File: config.mk
export PLATFORM = sky130hd
export DESIGN_NAME = work_loader
export DESIGN_NICKNAME = d
export VERILOG_FILES = /design/src/rtl/work_loader.sv
export SDC_FILE = /design/constraint.sdc
export NUM_CORES = 1
export LEC_CHECK = 0
export CAP_MARGIN = 20
export CORE_AREA = 2 2 277 279
export CTS_BUF_LIST = sky130_fd_sc_hd__clkbuf_8
export CTS_CLUSTER_SIZE = 20
export DETAILED_ROUTE_END_ITERATION = 7
export DIE_AREA = 0 0 279 281
export GPL_TIMING_DRIVEN = 0
export HOLD_SLACK_MARGIN = 0.08
export PLACE_DENSITY_LB_ADDON = 0.12
export SYNTH_ARGS = -nofsm -noshare
export SYNTH_HDL_FRONTEND = slang
export SYNTH_SLANG_ARGS = --single-unit
File: constraint.sdc
create_clock -name clk -period 3.6 [get_ports clk]
set_clock_uncertainty 0.15 [all_clocks]
set_input_delay 0.72 -clock clk [delete_from_list [all_inputs] [get_ports clk]]
set_output_delay 0.72 -clock clk [all_outputs]
set_load 0.01 [all_outputs]
File: src/rtl/work_loader.sv
// Header assembler: pops HDR_WORDS words from the read-master user FIFO,
// optionally byte-swaps them, and offers the 640-bit header over valid/ready.
module work_loader #(
  parameter int HDR_WORDS  = 20,
  parameter bit SWAP_BYTES = 1'b1,
  localparam int CW = $clog2(HDR_WORDS)
) (
  input  logic                    clk,
  input  logic                    n_rst,
  input  logic                    load_go,
  input  logic                    abort,
  input  logic                    read_user_data_available,
  input  logic [31:0]             read_user_buffer_output_data,
  output logic                    read_user_read_buffer,
  output logic [HDR_WORDS*32-1:0] header,
  output logic [31:0]             nonce_base,
  output logic                    work_valid,
  input  logic                    work_ready,
  output logic                    busy,
  output logic [CW-1:0]           words_loaded,
  output logic                    overrun
);

  typedef enum logic [1:0] {IDLE, LOAD, HOLD} state_t;

  localparam logic [CW-1:0] LAST = CW'(HDR_WORDS - 1);

  state_t                     state, state_nxt;
  logic [HDR_WORDS-1:0][31:0] hdr;
  logic [CW-1:0]              cnt;
  logic                       capture;
  logic                       start;
  logic [31:0]                word_in;

  always_comb begin
    if (SWAP_BYTES)
      word_in = {read_user_buffer_output_data[7:0],
                 read_user_buffer_output_data[15:8],
                 read_user_buffer_output_data[23:16],
                 read_user_buffer_output_data[31:24]};
    else
      word_in = read_user_buffer_output_data;
  end

  always_ff @(posedge clk or negedge n_rst) begin
    if (!n_rst) state <= IDLE;
    else        state <= state_nxt;
  end

  // abort dominates: it also suppresses the pop in its own cycle.
  always_comb begin
    state_nxt             = state;
    read_user_read_buffer = 1'b0;
    capture               = 1'b0;
    start                 = 1'b0;
    if (abort) begin
      state_nxt = IDLE;
    end else begin
      case (state)
        IDLE: if (load_go) begin
          state_nxt = LOAD;
          start     = 1'b1;
        end
        LOAD: if (read_user_data_available) begin
          read_user_read_buffer = 1'b1;
          capture               = 1'b1;
          if (cnt == LAST) state_nxt = HOLD;
        end
        HOLD: if (work_ready) state_nxt = IDLE;
        default: state_nxt = IDLE;
      endcase
    end
  end

  always_ff @(posedge clk or negedge n_rst) begin
    if (!n_rst) begin
      hdr     <= '0;
      cnt     <= '0;
      overrun <= 1'b0;
    end else if (abort) begin
      hdr     <= '0;
      cnt     <= '0;
      overrun <= 1'b0;
    end else begin
      if (start) begin
        hdr <= '0;
        cnt <= '0;
      end
      if (capture) begin
        hdr[LAST - cnt] <= word_in;
        cnt             <= cnt + CW'(1);
      end
      if (load_go && state != IDLE) overrun <= 1'b1;
    end
  end

  assign header       = hdr;
  assign nonce_base   = hdr[0];
  assign work_valid   = (state == HOLD);
  assign busy         = (state != IDLE);
  assign words_loaded = cnt;

endmodule

Word level (Yosys, flattened, before mapping):

Index checks and enable logic that the tools add are counted.

* $add $sub $neg: 2
* $lt $le $gt $ge: 2
* eq/ne operators: 7
* multiplexer cells: 24
* reductions and logical operators: 7

Operators with widths (count)
* $mux W640: 4
* $bwmux W640: 1
* $demux W32 S5: 1
* $mux W32: 1
* $mux W5: 3
* $mux W2: 5
* $ne A3 B3 Y1 const B: 3
* $mux W1: 8
* $lt A5 B6 Y1 const B: 1
* $pmux W2 S3: 1
* $add A5 B1 Y5 const B: 1
* $eq A5 B5 Y1 const B: 1
* $ge A5 B1 Y1 const B: 1
* $sub A5 B5 Y5 const A: 1
* $reduce_and A4 Y1: 1
* $reduce_bool A2 Y1: 2
* $ne A3 B2 Y1 const B: 1
* $reduce_bool A3 Y1: 1
* $eq A2 B1 Y1 const B: 1
* $eq A2 B2 Y1 const B: 1
* $logic_and A1 B1 Y1: 2
* $logic_not A2 Y1: 1

* register bits: 648
* input port bits: 38
* output and inout port bits: 681
* word-level logic and storage cells: 65

Depth between registers and ports, before layout:

Gate-level depths: netlist of run 1.

* depth after elaboration: 8
* gate-level depth with buffers: 9
* gate-level depth less buffers: 6

Worst setup path after synthesis of run 1:

OpenSTA, ideal clock, no wires.

* path type: reg-to-reg
* from: register cnt[2], in the netlist words_loaded[2]
* to: register hdr, in the netlist header[116]
* setup time: 119 ps
* arrival: 2068 ps
* data required time: 3331 ps
* path slack: 1263 ps
* stages on the path, launching flop included: 9
* path buffers: 2
* clock period less this slack: 2337 ps
* path through: dfrtp_1 > inv_1 > ha_1 > nor2_1 > buf_2 > nand4_4 > clkbuf_1 > a31oi_1 > nor2_1

* cells in the longest elaborated chain, start to end: 8
* elaborated cells between the ends (all ways): 9
* classes of those cells: add/sub (1); order compare (2); mux (5); reduce/logical (1)

Ends and longest elaborated chain
* start, declared: RTL line 30 `logic [CW-1:0] cnt;`
* start signal, assigned: RTL line 91 `cnt <= cnt + CW'(1);`
* $sub A5 B5 Y5 (*): RTL line 90 `hdr[LAST - cnt] <= word_in;`
* $lt A5 B6 Y1 (implied by the code) / $ge A5 B1 Y1 (equally long branches): RTL line 90
* $logic_and A1 B1 Y1 (implied by the code): RTL line 90
* $mux W32 (implied by the code): RTL line 90
* $demux W32 S5 (*): RTL line 90
* $bwmux W640 (*): RTL line 90
* $mux W640 (*): RTL line 89 `if (capture) begin`
* $mux W640 (*): RTL line 80 `end else if (abort) begin`
* end signal, assigned by index: RTL line 90
* end, declared: RTL line 29 `logic [HDR_WORDS-1:0][31:0] hdr;`

Mark *: on every way between the ends. The rest lies on a longest branch, timed or not.
A chain may end at the register's enable or synchronous reset.

Worst setup path after layout of run 1:

* from: input port abort
* to: output port read_user_read_buffer

* cells in the longest elaborated chain, start to end: 1

Ends and longest elaborated chain
* start, declared: RTL line 11 `input logic abort,`
* $mux W1: RTL line 56 `if (abort) begin`
* end, declared: RTL line 14 `output logic read_user_read_buffer,`

No other way between the ends.

==> impl_metrics.tcl, run 1 <==
set metrics [dict create \
    io_pins 719 \
    startpoint_type "input pin" \
    initial_core_util 0.364 \
    maxCapViolCount 0 \
    relSlewSlack 0.177 \
    slowest_delay_ns 0.65 \
    fmax_mhz 296 \
    coreArea_mm2 0.0754 \
    endpoint_kind "output port" \
    clk_latency_ns 0.72 \
    layout_commonest_cell "clkdlybuf4s50_1" \
    synth_cell_types 44 \
    fin_crit_sh 0.940 \
    rows 101 \
    p_per_area_mw_per_mm2 398 \
    overflow 0 \
    rsz0062_at_grt "false" \
    avgSynthCellArea_um2 9.97 \
    cts_root_buffer "clkbuf_8" \
    grt_max_degree 123 \
    crit_type "input pin to output port" \
    die_area_mm2 0.0784 \
    postRouteAntennaNets 0 \
    place_congestion 0.930 \
    synth_seq_cells 648 \
    fillers 6852 \
    wl_per_cell_um 29.0 \
    cp_slowest_cell "clkdlybuf4s50_1" \
    viasPerCell 5.77 \
    total_power_mw 15.4 \
    synth-seq-area-share 0.590 \
    layout_min_cycle_time_ns 3.38 \
    htreeDepth 3 \
    drt_wl_total_mm 136 \
    ys.flop_type "dfrtp_1" \
    tightestPinTransition_ns 1.24 \
    die_h_um 281 \
    first_pass_iters 7 \
    place_hpwl_mm 102 \
    path_max_fanout 10 \
    drv_slew 0 \
    outcome "complete, no violations" \
    synth_edf_count 0 \
    clock_sinks 648 \
    crit_path_cell_trace "clkdlybuf4s50_1, nand4bb_4, clkinv_2, buf_4, clkdlybuf4s50_1" \
    cp.buffers_inverters 4 \
    syn_nets 2801 \
    io_buffers 718 \
    numCtsBuffers 112 \
    drcViolationCount 0 \
    cts_resized 0 \
    cts_buffer_depth 3 \
    route.vias.total 26992 \
    ys_async_sr_fraction 1.00 \
    min_path_type "flop to flop" \
    power_leakage_nw 15.6 \
    drt_iter0_drc 2518 \
    die_x_um 279 \
    grt_pass1_vias 26376 \
    setup_viol 0 \
    cp_common_cell "clkdlybuf4s50_1" \
    grt_antenna_before_repair 13 \
    critPathArrivalTime_ns 2.51 \
    nets 3649 \
    cts_tree "yes" \
    drive_gt1_frac 0.101 \
    crit_family "buffers and inverters" \
    netlist_area_mm2 0.0275 \
    yosysWarnings 0 \
    setup_total_negative_slack_ns 0 \
    hold_violations 0 \
    ir_worst_vdd_mv 0.275 \
    path_clk_slew_ns 0.06 \
    worst_ep_required_time_ns 2.73 \
    grt.total_usage 0.338 \
    grt_pass1_wl_mm 191 \
    syn2layout_area_growth_pct 40.5 \
    synthCells 2757 \
    final_cell_mix "717 x clkdlybuf4s50_1, 648 x dfrtp_1, 359 x a21oi_1" \
]
state kept, by name (all words and copies together) (netlist names):
| signal | count |
|---|---|
| words_loaded | 5 |
| nonce_base | 32 |
| state | 2 |
| header | 608 |
| overrun | 1 |
cells by family after synthesis:
kind of cell               Yosys count  synth area share
and+or+nand+nor                    758             0.135
xor gates and xnor gates             2          0.000910
adders and majority gates            6           0.00273
AOI/OAI and AO/OA                  993             0.209
buffers and inverters              350            0.0622
DFF                                648             0.590
tightest hold or removal path, cell delays in order (launching register included):
cell and delay [ns]:
dfrtp_1 0.34, nand3_1 0.06, o21ai_0 0.07
repair_timing:
| action | CTS | global route |
|---|---|---|
| hold buffers | 1 | 0 |
| endpoints found under the hold margin | 64 | 0 |
| buffers inserted | 0 | 0 |
synth_stat cells, types with 2 or more instances:
master    count  area share
nor2b_1       3     0.00068
nor3_1        2     0.00036
a31oi_1      68       0.015
nand2b_1     33      0.0075
clkbuf_1    156       0.021
o21ai_0     257       0.047
buf_4        41       0.011
dfrtp_1     648        0.59
o211ai_1    272       0.074
nand2_1     291       0.040
buf_2        96       0.017
inv_1        12      0.0016
nand3_1     302       0.055
nand4_2      11      0.0050
nor2_1       78       0.011
a21oi_1     359       0.065
nor4_4       10      0.0077
or2_1         3     0.00068
or2_2         6      0.0014
buf_6        16      0.0066
a211oi_1      3     0.00082
buf_1        26      0.0035
a22oi_1       2     0.00055
ha_1          6      0.0027
o21ai_1      30      0.0055
clkbuf_2      2     0.00036
nand4_1       7      0.0016
stage by stage:
stage	worst slack (ns)	instance area, um2	std cells	utilization	hold WS [ns]
after floorplan	1.26	27500	2757	-	0.274
after global placement	-27.14	35900	4453	0.476	0.336
after detailed placement	0.00723	36200	4466	0.480	0.342
after CTS	0.215	38600	4672	0.511	0.355
after global routing	0.104	38600	4681	0.512	0.377
final	0.216	38600	4681	0.512	0.354
final timing paths:
kind / from / end / slack [ns] / cells past startpoint
setup / recovery: abort / read_user_read_buffer / 0.22 / 5
setup reg to reg: words_loaded[2]$_DFFE_PN0P_ / header[531]$_DFF_PN0_ / 0.31 / 7
hold reg to reg: header[535]$_DFF_PN0_ / header[535]$_DFF_PN0_ / 0.35 / 2
hold / removal: header[535]$_DFF_PN0_ / header[535]$_DFF_PN0_ / 0.35 / 2
min in group asynchronous: n_rst / header[324]$_DFF_PN0_ / 0.37 / 2
max in group asynchronous: n_rst / header[186]$_DFF_PN0_ / 0.56 / 6
power by group:
group          internal (mW)  leakage [nW]  switching (mW)
clock network           3.82          1.36            3.26
registers               7.30          9.05          0.0118
logic                  0.191          5.21           0.789
layer usage:
metal | vias up | track usage | routed length (um) | part of all wire
li1 | 11556 | - | - | -
met1 | 13758 | 0.392 | 49800 | 0.37
met2 | 1342 | 0.578 | 67000 | 0.49
met3 | 326 | 0.0928 | 11700 | 0.086
met4 | 10 | 0.161 | 7220 | 0.053
met5 | - | 0 | 69 | 0.00051
cell type report:
type                    count  area [um2]  share of cell area
diodes                      7        17.5            0.000453
multi-input cells        1759        9570               0.248
well taps                 978        1220              0.0317
clock inverters            61         380             0.00985
clock buffers             144        1980              0.0513
repair buffers            734        7530               0.195
flip-flops and latches    648       16200               0.420
plain buffers             337        1660              0.0430
inverters                  13        50.0             0.00130
No activity file was read; power rests on OpenSTA's default activity.
==> run 2: changes to the inputs <==
--- a/config.mk
+++ b/config.mk
@@ -5,12 +5,13 @@
 export SDC_FILE = /design/constraint.sdc
 export NUM_CORES = 1
 export LEC_CHECK = 0
+export ABC_AREA = 1
 export CAP_MARGIN = 20
-export CORE_AREA = 2 2 277 279
+export CORE_MARGIN = 1
+export CORE_UTILIZATION = 44
 export CTS_BUF_LIST = sky130_fd_sc_hd__clkbuf_8
 export CTS_CLUSTER_SIZE = 20
 export DETAILED_ROUTE_END_ITERATION = 7
-export DIE_AREA = 0 0 279 281
 export GPL_TIMING_DRIVEN = 0
 export HOLD_SLACK_MARGIN = 0.08
 export PLACE_DENSITY_LB_ADDON = 0.12
==> run 2 against run 1 <==
Compared with the run above:
- count of clock-buffer cells in the layout is 4 lower
- combinational power is 51% higher
- utilization is 8.2 points higher
- synthesized area is 24% higher
- sequential share of layout area is 6.2 points lower
- final cell count is 49% higher
- first-iteration DRC count is 50% higher
- die area hardly changed
- power is 1.0% higher
- worst hold slack worse by 0.0072 ns
- cell area is 17% higher
- critical path type is now flop to output port
- critical endpoint unchanged
==> impl_metrics.tcl, run 2 <==
set metrics [dict create \
    place_congestion 0.933 \
    synth_most_common_cell "nor2_1" \
    io_buffers 717 \
    internal_power_mw 11.1 \
    grt_antenna_before_repair 5 \
    power_leakage_nw 21.3 \
    min_path_type "input pin to async pin" \
    grt.total_usage 0.387 \
    relSlewSlack 0.110 \
    rsz0062_at_grt "false" \
    crit_path_cell_trace "inv_1, nand3_4, nor2_8, clkdlybuf4s50_1" \
    slowest_delay_ns 0.68 \
    first_pass_iters 6 \
    wl_per_cell_um 22.0 \
    ys.flop_type "dfrtp_1" \
    cts_setup_buffers 0 \
    drive_gt1_frac 0.0740 \
    synth_cell_types 26 \
    startpoint_type "flop" \
    grt_pass1_vias 32442 \
    syn_nets 5048 \
    cp_slowest_cell "clkdlybuf4s50_1" \
    crit_family "buffers and inverters" \
    fmax_mhz 290 \
    synthCells 5004 \
    cts_buffer_depth 3 \
    initial_core_util 0.446 \
    path_clk_slew_ns 0.06 \
    viasPerCell 5.08 \
    largest_register_ffs 608 \
    clk_latency_ns 0.76 \
    drv_slew 0 \
    nets 5913 \
    p_comb_frac 0.095 \
    outcome "complete, no violations" \
    avgSynthCellArea_um2 6.79 \
    syn2layout_area_growth_pct 33.2 \
    synth_seq_cells 648 \
    synth-seq-area-share 0.477 \
    layout_commonest_cell "nor2_1" \
    endpoint_kind "output port" \
    numPlacedInstances 6784 \
    path_max_fanout 28 \
    post-route-util 0.594 \
    yosys-top-cells-area "dfrtp_1 48%, nor2_1 18%, nand2_1 11%" \
    ir_worst_vdd_mv 0.314 \
    drt_iter0_drc 3779 \
    fillers 7483 \
    die_area_mm2 0.0784 \
    p_clk_frac 0.433 \
    place_hpwl_mm 111 \
    p_per_area_mw_per_mm2 343 \
    netlist_area_mm2 0.0340 \
    route.vias.total 35512 \
    switchingPower_mw 4.40 \
    synth_top_area_frac 0.477 \
    grt_pass1_wl_mm 220 \
    die_x_um 280 \
    numCtsBuffers 113 \
    rows 101 \
    synth_edf_count 0 \
    htreeDepth 3 \
    crit_type "flop to output port" \
    yosysWarnings 0 \
    grt_max_degree 117 \
    fin_crit_sh 0.958 \
    overflow 0 \
    final_cell_mix "1623 x nor2_1, 1030 x nand2_1, 716 x clkdlybuf4s50_1" \
    drcViolationCount 0 \
    cp.buffers_inverters 2 \
    p_sw_frac 0.283 \
    tightestPinTransition_ns 1.34 \
    io_pins 719 \
    fin_area_mm2 0.0453 \
    synthTopCellsByCount "1624 x nor2_1, 1030 x nand2_1, 699 x nand3_1" \
    setup_viol 0 \
    yosysTopAreaCell "dfrtp_1" \
    drt_wl_total_mm 154 \
    ys_async_sr_fraction 1.00 \
    seqPwrFrac 0.472 \
    coreArea_mm2 0.0762 \
    cts_tree "yes" \
    clock_sinks 648 \
    worst_ep_required_time_ns 2.73 \
    place_area_mm2 0.0431 \
    critPathArrivalTime_ns 2.58 \
    final_cell_count_no_fill 6984 \
    postRouteAntennaNets 0 \
    hold_violations 0 \
    die_h_um 280 \
    total_power_mw 15.5 \
    layout_min_cycle_time_ns 3.45 \
    cts_root_buffer "clkbuf_8" \
    maxCapViolCount 0 \
]
[run 2: changes by cell type in the layout (fill, tap and decap cells not counted), moves of 68 or more]
cell | before | now
a21oi_1 | 359 | 1
a31oi_1 | 68 | 0
buf_2 | 96 | 198
inv_1 | 47 | 576
nand2_1 | 291 | 1030
nand3_1 | 302 | 699
nor2_1 | 78 | 1623
o211ai_1 | 272 | 0
o21ai_0 | 257 | 7
[run 2: timing repair]
item	CTS	global route
setup endpoints to repair	1	2
pin swaps	0	0
hold buffers	1	0
resized for setup	0	1
hold endpoints to repair	57	0
[run 2: worst paths after layout]
path                                             start                     to  slack, ns  depth (start not counted)
min in group clk                   overrun$_DFFE_PN0P_    overrun$_DFFE_PN0P_       0.35                          2
max in group asynchronous                        n_rst  header[569]$_DFF_PN0_       0.93                          5
hold reg to reg                    overrun$_DFFE_PN0P_    overrun$_DFFE_PN0P_       0.35                          2
setup / recovery                  state[1]$_DFFE_PN0P_  read_user_read_buffer       0.15                          4
hold / removal                                   n_rst  header[332]$_DFF_PN0_       0.35                          2
setup reg to reg           words_loaded[2]$_DFFE_PN0P_   header[34]$_DFF_PN0_       0.24                         10
[run 2: final cells by class]
class	count	area [um2]	area share
Clock buffer	140	1930	0.0425
Multi-Input combinational cell	3385	13800	0.304
Buffer	413	1940	0.0428
Inverter	556	2090	0.0461
Sequential cell	648	16200	0.358
Clock inverter	54	255	0.00564
Antenna cell	6	15.0	0.000332
Timing Repair Buffer	752	7810	0.172
Tap cell	1030	1290	0.0285
[run 2: power by group through the flow]
stage / logic [mW] / registers, mW / clock network, mW
after CTS: 1.45 / 7.33 / 6.75
after floorplan: 0.612 / 7.47 / 0
final: 1.48 / 7.33 / 6.71
after global routing: 1.56 / 7.33 / 7.09
after global placement: 1.37 / 7.48 / 0
after detailed placement: 1.45 / 7.46 / 0
[run 2: logic make-up (layout without fill, tap and decap cells)]
family                   Yosys count  after routing  share of synthesized area
AO/OA/AOI/OAI                     11             11                    0.00177
XOR/XNOR                           1              1                   0.000258
adder cells (fa/ha/maj)            6              6                    0.00221
buffers and inverters            971           1915                      0.118
flip-flops                       648            648                      0.477
other                              0              6                          0
AND/OR/NAND/NOR                 3367           3367                      0.400
[run 2: worst register-to-register path: stages (launching register included)]
cell	delay, ns
dfrtp_1	0.51
clkinv_1	0.27
ha_1	0.42
nor2_1	0.19
inv_1	0.08
nor2_1	0.56
buf_2	0.46
buf_2	0.31
nand3_1	0.11
nand2_1	0.14
nor2_1	0.05
[run 2: metrics by stage]
stage | hold slack, ns | setup WS, ns | TNS [ns]
2_1_floorplan | 0.274 | 1.18 | 0
3_3_place_gp | 0.330 | -29.22 | -
3_5_place_dp | 0.337 | -0.350 | -24.17
4_1_cts | 0.337 | 0.121 | 0
5_1_grt | 0.376 | 0.0836 | 0
6_report | 0.346 | 0.151 | 0
[run 2: routing by layer]
layer,vias up,routed length [um],GRT usage
li1,16682,-,-
met1,16563,59000,0.490
met2,1814,69100,0.597
met3,451,14900,0.0965
met4,2,10500,0.233
met5,-,12,0
==> run 3: changes to the inputs <==
--- a/config.mk
+++ b/config.mk
@@ -7,8 +7,7 @@
 export LEC_CHECK = 0
 export ABC_AREA = 1
 export CAP_MARGIN = 20
-export CORE_MARGIN = 1
-export CORE_UTILIZATION = 44
+export CORE_UTILIZATION = 45
 export CTS_BUF_LIST = sky130_fd_sc_hd__clkbuf_8
 export CTS_CLUSTER_SIZE = 20
 export DETAILED_ROUTE_END_ITERATION = 7
==> run 3 against run 2 <==
Compared with the run above:
- clock power about the same
- critical path type is now input pin to output port
- critical path depth rose by 1
- combinational power is essentially flat
- sequential share of layout area about the same
==> impl_metrics.tcl, run 3 (synthesis gave the netlist of run 2 again) <==
set metrics [dict create \
    rr_worst_depth 10 \
    drt_iter0_drc 4322 \
    die_area_mm2 0.0766 \
    hold_ws_ns 0.342 \
    grt.total_usage 0.388 \
    slowest_delay_ns 0.64 \
    clock_sinks 648 \
    reg2reg_slack_ns 0.13 \
    ir_worst_vdd_mv 0.267 \
    layout_commonest_cell "nor2_1" \
    die_h_um 277 \
    maxCapViolCount 0 \
    path_clk_slew_ns 0.06 \
    initial_core_util 0.456 \
    final_cell_count_no_fill 6926 \
    coreArea_mm2 0.0746 \
    wl_per_cell_um 21.9 \
    internal_power_mw 11.1 \
    setup_ws_ns 0.0623 \
    first_pass_iters 6 \
    postRouteAntennaNets 0 \
    cp_slowest_cell "clkdlybuf4s50_1" \
    rsz0062_at_grt "false" \
    outcome "complete, no violations" \
    setup_viol 0 \
    route.vias.total 35693 \
    cts_setup_buffers 0 \
    io_pins 719 \
    fmax_mhz 283 \
    htreeDepth 3 \
    crit_path_cell_trace "clkdlybuf4s50_1, nand3_4, nor2_8, buf_4, clkdlybuf4s50_1" \
    place_congestion 0.927 \
    worst_ep_required_time_ns 2.73 \
    reg2reg_to "header[128]$_DFF_PN0_" \
    drcViolationCount 0 \
    cts_tree "yes" \
    fillers 7173 \
    p_clk_frac 0.433 \
    total_power_mw 15.5 \
    switchingPower_mw 4.42 \
    grt_pass1_vias 32539 \
    cp_common_cell "clkdlybuf4s50_1" \
    critPathLaunch "read_user_data_available" \
    drive_gt1_frac 0.0739 \
    drt_wl_total_mm 152 \
    crit_type "input pin to output port" \
    grt_pass1_wl_mm 218 \
    endpoint_kind "output port" \
    viasPerCell 5.15 \
    crit-reg2reg-launch "words_loaded[2]$_DFFE_PN0P_" \
    pre_cts_ws_ns -0.381 \
    holdPathStages 2 \
    io_buffers 717 \
    endpoint "read_user_read_buffer" \
    drv_slew 0 \
    path_max_fanout 19 \
    min_path_type "flop to flop" \
    numCtsBuffers 112 \
    overflow 0 \
    syn2layout_area_growth_pct 33.1 \
    fin_crit_sh 0.983 \
    place_hpwl_mm 110 \
    grt_max_degree 111 \
    hold_violations 0 \
    p_sw_frac 0.285 \
    p_per_area_mw_per_mm2 343 \
    nets 5915 \
    cts_root_buffer "clkbuf_8" \
    rows 100 \
    power_leakage_nw 21.3 \
    cts_buffer_depth 3 \
    grt_antenna_before_repair 9 \
    relSlewSlack 0.139 \
    critPathArrivalTime_ns 2.67 \
    layout_min_cycle_time_ns 3.54 \
    p_comb_frac 0.095 \
    die_x_um 277 \
    tightestPinTransition_ns 1.29 \
    numPlacedInstances 6726 \
    largest_register_ffs 608 \
    clk_latency_ns 0.74 \
    startpoint_type "input pin" \
    seqPwrFrac 0.472 \
    final_cell_mix "1624 x nor2_1, 1030 x nand2_1, 716 x clkdlybuf4s50_1" \
]
[run 3: cell count changes in the layout (fill, tap and decap cells not counted), moves of 2 or more]
cell / previous run / this run
inv_8: 3 / 1
clkinvlp_4: 0 / 2
buf_8: 24 / 27
clkbuf_1: 134 / 136
inv_6: 0 / 3
clkbuf_2: 6 / 4
clkinv_2: 4 / 2
[run 3: through the flow]
stage	utilization	cell area [um2]	setup TNS, ns
finish	0.606	45200	0
global route	0.606	45200	0
floorplan	-	34000	0
CTS	0.606	45200	0
global placement	0.568	42400	-
detailed placement	0.577	43000	-0.665
[run 3: worst min path at each step]
stage | from | to | slack (ns)
floorplan | n_rst | header[100]$_DFF_PN0_ | 0.27
global placement | overrun$_DFFE_PN0P_ | overrun$_DFFE_PN0P_ | 0.33
detailed placement | overrun$_DFFE_PN0P_ | overrun$_DFFE_PN0P_ | 0.33
CTS | overrun$_DFFE_PN0P_ | overrun$_DFFE_PN0P_ | 0.35
global route | overrun$_DFFE_PN0P_ | overrun$_DFFE_PN0P_ | 0.37
finish | overrun$_DFFE_PN0P_ | overrun$_DFFE_PN0P_ | 0.34
[run 3: layout make-up]
type / instances / area (um2) / share of cell area
timing repair buffer: 754 / 7830 / 0.173
clock buffer: 139 / 1910 / 0.0423
antenna: 5 / 12.5 / 0.000277
tap: 969 / 1210 / 0.0268
sequential: 648 / 16200 / 0.359
inverter: 556 / 2090 / 0.0461
clock inverter: 56 / 268 / 0.00592
multi-input combinational: 3385 / 13800 / 0.304
buffer: 414 / 1940 / 0.0429
[run 3: worst max-delay path: cells and delay by family]
family	cells	cell delay [ns]
buffers and inverters	3	1.52
and+or+nand+nor	2	0.42
[run 3: routing by layer]
| metal | global-route usage | part of all wire | up-vias |
|---|---|---|---|
| met5 | 0 | 0.00047 | - |
| met4 | 0.240 | 0.068 | 10 |
| met3 | 0.0965 | 0.10 | 437 |
| met2 | 0.599 | 0.45 | 1894 |
| met1 | 0.490 | 0.38 | 16653 |
| li1 | - | - | 16699 |
[run 3: repair_timing]
item	4_1_cts	5_1_grt
hold buffers	1	0
endpoints found under the setup margin	1	0
endpoints found under the hold margin	82	0
resized for setup	1	0
[run 3: power groups by stage]
| stage | clock network, mW | registers [mW] | logic (mW) |
|---|---|---|---|
| 6_report | 6.72 | 7.33 | 1.47 |
| 5_1_grt | 7.04 | 7.33 | 1.55 |
| 4_1_cts | 6.73 | 7.33 | 1.45 |
| 3_5_place_dp | 0 | 7.46 | 1.44 |
| 3_3_place_gp | 0 | 7.48 | 1.36 |
| 2_1_floorplan | 0 | 7.47 | 0.612 |
